==> src/rtl/kit_v_pkg.sv <==
// kit_v_pkg: shared types, constants and the self-test data pattern for the kit harness.
package kit_v_pkg;

    typedef enum logic [1:0] {FILL, VERIFY, DONE} state_t;

    localparam logic [7:0] DONE_TAG = 8'hD0;

    function automatic logic [15:0] pat(input logic [7:0] a);
        return {a, ~a};
    endfunction

endpackage

==> src/rtl/kit_v_clkdiv.sv <==
// kit_v_clkdiv: registered kit clocks derived from the board clock, plus the 1 MHz tick enable.
module kit_v_clkdiv #(
    parameter int DIV_1MHZ = 50,
    parameter int DIV_1KHZ = 50000
) (
    input  logic clk,
    input  logic rst_n,
    output logic clk_25,
    output logic clk_1m,
    output logic clk_1k,
    output logic tick
);
    localparam int W1 = $clog2(DIV_1MHZ);
    localparam int W2 = $clog2(DIV_1KHZ);

    logic [W1-1:0] c1;
    logic [W2-1:0] c2;
    logic wrap1, wrap2;

    assign wrap1 = (c1 == W1'(DIV_1MHZ - 1));
    assign wrap2 = (c2 == W2'(DIV_1KHZ - 1));
    assign tick = wrap1;

    always_ff @(posedge clk or negedge rst_n) begin
        if (!rst_n) begin
            c1     <= '0;
            c2     <= '0;
            clk_25 <= 1'b0;
            clk_1m <= 1'b0;
            clk_1k <= 1'b0;
        end else begin
            c1     <= wrap1 ? '0 : c1 + 1'b1;
            c2     <= wrap2 ? '0 : c2 + 1'b1;
            clk_25 <= ~clk_25;
            clk_1m <= (c1 < W1'(DIV_1MHZ / 2));
            clk_1k <= (c2 < W2'(DIV_1KHZ / 2));
        end
    end

endmodule

==> src/rtl/kit_v_top.sv <==
// kit_v_top: kit clock outputs and a built-in RAM fill/verify self-test paced by the 1 MHz tick.
module kit_v_top
    import kit_v_pkg::*;
#(
    parameter int DIV_1MHZ = 50,
    parameter int DIV_1KHZ = 50000,
    parameter int RAM_AW   = 8
) (
    input  logic        clock__50Mhz,
    input  logic        reset_n,
    output logic        wire_clock_50Mhz,
    output logic        wire_clock_25Mhz,
    output logic        wire_clock_1MHz,
    output logic        wire_clock_1KHz,
    output logic [15:0] bus_RAM_ADDRESS,
    output logic [15:0] bus_RAM_DATA_OUT,
    output logic        wire_RW,
    output logic [15:0] bus_RAM_DATA_IN,
    output logic [15:0] data_debug
);
    state_t state, state_next;
    logic tick, last;
    logic [RAM_AW-1:0] addr;
    logic [7:0] err;
    logic [15:0] latched, addr_ext, expect_word;
    logic [15:0] mem [2**RAM_AW];

    kit_v_clkdiv #(.DIV_1MHZ(DIV_1MHZ), .DIV_1KHZ(DIV_1KHZ)) clkdiv (
        .clk   (clock__50Mhz),
        .rst_n (reset_n),
        .clk_25(wire_clock_25Mhz),
        .clk_1m(wire_clock_1MHz),
        .clk_1k(wire_clock_1KHz),
        .tick  (tick)
    );

    assign wire_clock_50Mhz = clock__50Mhz;
    assign addr_ext         = 16'(addr);
    assign expect_word      = pat(addr_ext[7:0]);
    assign last             = &addr;
    assign bus_RAM_ADDRESS  = addr_ext;
    assign bus_RAM_DATA_IN  = expect_word;
    assign wire_RW          = (state == FILL);
    assign data_debug       = (state == DONE) ? {DONE_TAG, err} : latched;

    always_comb begin
        state_next = state;
        if (tick && last && state != DONE)
            state_next = (state == FILL) ? VERIFY : DONE;
    end

    always_ff @(posedge clock__50Mhz or negedge reset_n) begin
        if (!reset_n)
            state <= FILL;
        else
            state <= state_next;
    end

    // Address wraps to 0 on the final tick of VERIFY, which is the DONE address.
    always_ff @(posedge clock__50Mhz or negedge reset_n) begin
        if (!reset_n) begin
            addr    <= '0;
            err     <= '0;
            latched <= '0;
        end else if (tick && state != DONE) begin
            addr <= addr + 1'b1;
            if (state == VERIFY) begin
                latched <= bus_RAM_DATA_OUT;
                if (bus_RAM_DATA_OUT != expect_word && err != 8'hFF)
                    err <= err + 1'b1;
            end
        end
    end

    always_ff @(posedge clock__50Mhz) begin
        if (tick && state == FILL)
            mem[addr] <= expect_word;
    end

    always_ff @(posedge clock__50Mhz or negedge reset_n) begin
        if (!reset_n)
            bus_RAM_DATA_OUT <= '0;
        else
            bus_RAM_DATA_OUT <= mem[addr];
    end

endmodule

==> config.mk <==
export PLATFORM = sky130hd
export DESIGN_NAME = kit_v_top
export DESIGN_NICKNAME = d
export VERILOG_FILES = /design/src/rtl/kit_v_pkg.sv /design/src/rtl/kit_v_clkdiv.sv /design/src/rtl/kit_v_top.sv
export SDC_FILE = /design/constraint.sdc
export NUM_CORES = 2
export LEC_CHECK = 0
export BUFFER_PORTS_ARGS = -buffer_cell sky130_fd_sc_hd__buf_2
export CORE_AREA = 3 3 541 543
export DETAILED_ROUTE_END_ITERATION = 8
export DIE_AREA = 0 0 544 546
export HOLD_SLACK_MARGIN = 0.05
export PLACE_DENSITY = 0.69
export REMOVE_ABC_BUFFERS = 1
export SYNTH_ARGS = -nofsm -noshare
export SYNTH_HDL_FRONTEND = slang
export SYNTH_HIERARCHICAL = 1
export SYNTH_SLANG_ARGS = --single-unit
==> constraint.sdc <==
create_clock -name clock__50Mhz -period 10.7 [get_ports clock__50Mhz]
set_input_delay 1.07 -clock clock__50Mhz [delete_from_list [all_inputs] [get_ports clock__50Mhz]]
set_output_delay 1.07 -clock clock__50Mhz [all_outputs]
set_load 0.005 [all_outputs]
==> results by group <==
Finish
  • Design area: 178200 µm²
  • Layout cells sized above 1: 28.18%
  • Synth-to-layout area growth: 12.54%
  • Nets: 7433
  • Most frequent cells in the layout: edfxtp_1 (4096), mux4_2 (1024), a22oi_1 (512), clkbuf_16 (418), buf_4 (369)
  • Commonest non-fill, non-tap cell in the layout: edfxtp_1

Clocking
  • Clock Latency Late Sink: 1.05 ns
  • TritonCTS clock tree: done
  • Post-CTS Setup Repair Bufs: 0
  • Post-CTS Hold Buffers: 0
  • Clk slew on worst S/H paths: 0.06 ns
  • Post-cts sizing count: 0

Yosys
  • Yosys top cell by area: edfxtp_1
  • Mean post-synth cell area: 22.66 µm²
  • Post-synth top area share: 77.68%
  • Yosys warnings: 6
  • Top FF cell, synth: edfxtp_1
  • FFs w/ async S/R, synth: 1.798%
  • Yosys reg bits: 4171
  • Mapped cell area: 158300 µm²
  • Mapped Cells: 6988
  • Seq/Total Area, Yosys: 78.86%
  • EDFF count, synth: 4096
  • Post-synth cell types: 43
  • Synth top area cells: edfxtp_1 (78%), mux4_2 (15%), a22oi_1 (2.4%), dfrtp_1 (1.2%), a21oi_1 (0.82%)

Timing
  • Setup TNS: 0 ns
  • Max-slew violation count: 0
  • Setup violators final: 0
  • Unrepaired setup endpoints after global routing: no
  • Final-report hold violation count: 0
  • Max_slew headroom: 5.279%
  • Setup Skew: 0.05689 ns
  • Final setup margin: 3.919 ns
  • Worst Tran Pin Value: 1.421 ns

Routing
  • Number of DRC markers in iteration 0: 11046
  • Final ANT Viol Nets: 0
  • Final WL: 395900 µm
  • DRC violations left: 0
  • Via count: 76998
  • Vias per Instance: 6.671
  • DR WL/cell: 34.30 µm
  • First-pass DRT Iterations: 5

Setup path
  • Reg2Reg Depth: 8
  • Worst Setup Path Type: clk -> out
  • RR Endpoint: bus_RAM_DATA_OUT[12]
  • Worst-path maximum fanout: 4
  • Setup crit start kind: clock port
  • Worst R2R Start: addr[1]
  • Worst setup EP type: output pin
  • Critical Path RT: 9.63 ns
  • Worst EP arrival: 5.71 ns
  • Worst R2R Setup Slack: 5.19 ns

Die
  • Die area: 297000 µm²
  • Die height: 546 µm
  • FP Rows: 197
  • Starting density of the core: 54.95%
  • Die X: 544 µm
  • Core Area: 288100 µm²
  • IO Count: 71

Status
  • Outcome: completed

Flow run
  • Max-cap viol count: 0

Placed design
  • Area post-placement: 165100 µm²
  • Dpl ws: 4.178 ns
  • Gp weighted congestion: 0.8203
  • PortBufs: 62
  • DP Wirelength: 223700 µm

Global route
  • Total global routing overflow: 0
  • Initial antenna violation count: 14
  • GRT Util Overall: 26.72%
  • Largest net degree at the start of global routing: 178
  • Vias in the first global route: 76341
  • First-pass GRT wire length: 568300 µm

Pwr
  • Pwr Density: 178.0 nW/µm²
  • Largest vdd supply drop: 0.1882 mV
  • Leakage power: 54.86 nW

Hold path
  • Worst hold path class: in -> async
## synthesized netlist by cell type, drive strengths merged (4+ instances only)
library cell  instances
edfxtp             4096
mux4               1024
a22oi               512
nor2                289
clkbuf              264
a21oi               258
buf                 170
dfrtp                75
o41ai                64
nand2                39
mux2                 25
nand4                22
nand3                21
xnor2                17
inv                  15
xor2                 13
nor4                 11
nor3b                10
ha                    9
and3b                 8
and2                  7
nand2b                6
o21ai                 5
and3                  4
nor2b                 4
nor3                  4
o22ai                 4
## how the worst max path moves through the flow
stage | from | to | slack, ns | cells after the start
after global routing | clock__50Mhz | wire_clock_50Mhz | 3.91 | 3
after floorplan | addr[0] | mem[102][0] | -68.99 | 5
after detailed placement | clock__50Mhz | wire_clock_50Mhz | 4.18 | 1
after global placement | clock__50Mhz | wire_clock_50Mhz | 4.18 | 1
after CTS | clock__50Mhz | wire_clock_50Mhz | 3.92 | 3
final | clock__50Mhz | wire_clock_50Mhz | 3.92 | 3
## metrics by stage
step | instances | hold WS [ns] | power [W] | util [%]
CTS | 11536 | 0.1941 | 0.03189 | 61.83
finish | 11543 | 0.1850 | 0.03171 | 61.84
global route | 11539 | 0.1902 | 0.03252 | 61.84
floorplan | 6561 | 0.4174 | 0.01801 | -
global placement | 10787 | 0.4052 | 0.01802 | 57.25
detailed placement | 10791 | 0.4000 | 0.01802 | 57.29
## state kept, by name, indices dropped and copies added (netlist names)
signal / count
addr: 8
clkdiv/clk_1m: 1
state: 2
clkdiv/clk_1k: 1
clkdiv/c1: 6
latched: 16
bus_RAM_DATA_OUT: 16
clkdiv/c2: 16
err: 8
mem: 4096
clkdiv/clk_25: 1
## power breakdown
group | internal, W | total, W | leakage, nW | switching, W
Sequential | 0.0177 | 0.0177 | 39.4 | 0
Combinational | 0.000000440 | 0.0000105 | 9.13 | 0.0000101
Clock | 0.00808 | 0.0140 | 6.38 | 0.00596
## per-layer routing
layer,GRT usage (%),wire (µm),vias to the layer above
met1,38.66,150300,41175
met2,41.58,191400,4426
met5,0,66,-
met4,8.202,13080,10
li1,-,-,30761
met3,5.650,41000,626
## final cells by class
type,count,area (µm²)
tap,3781,4731
clock buffer,505,10830
multi-input combinational,2375,31860
inverter,15,116.4
clock inverter,241,2277
timing repair buffer,449,3462
fill,19065,110000
antenna,6,15.01
sequential,4171,124900
## worst max-delay path, cell delays in order
cell and delay (ns):
clkbuf_16 0.12, clkbuf_16 0.13, buf_2 0.11
## logic make-up (layout without fill, tap and decap cells)
logic type	Yosys count	after routing	synth area share [%]
AOI/OAI and AO/OA	849	849	3.659
xor gates and xnor gates	30	30	0.1659
adders and majority gates	9	9	0.07112
buffers and inverters	449	1210	1.293
DFF	4171	4171	78.86
muxes	1049	1049	14.74
other	1	14	0.002368
and+or+nand+nor	430	430	1.202
No activity file was read; power rests on OpenSTA's default activity.
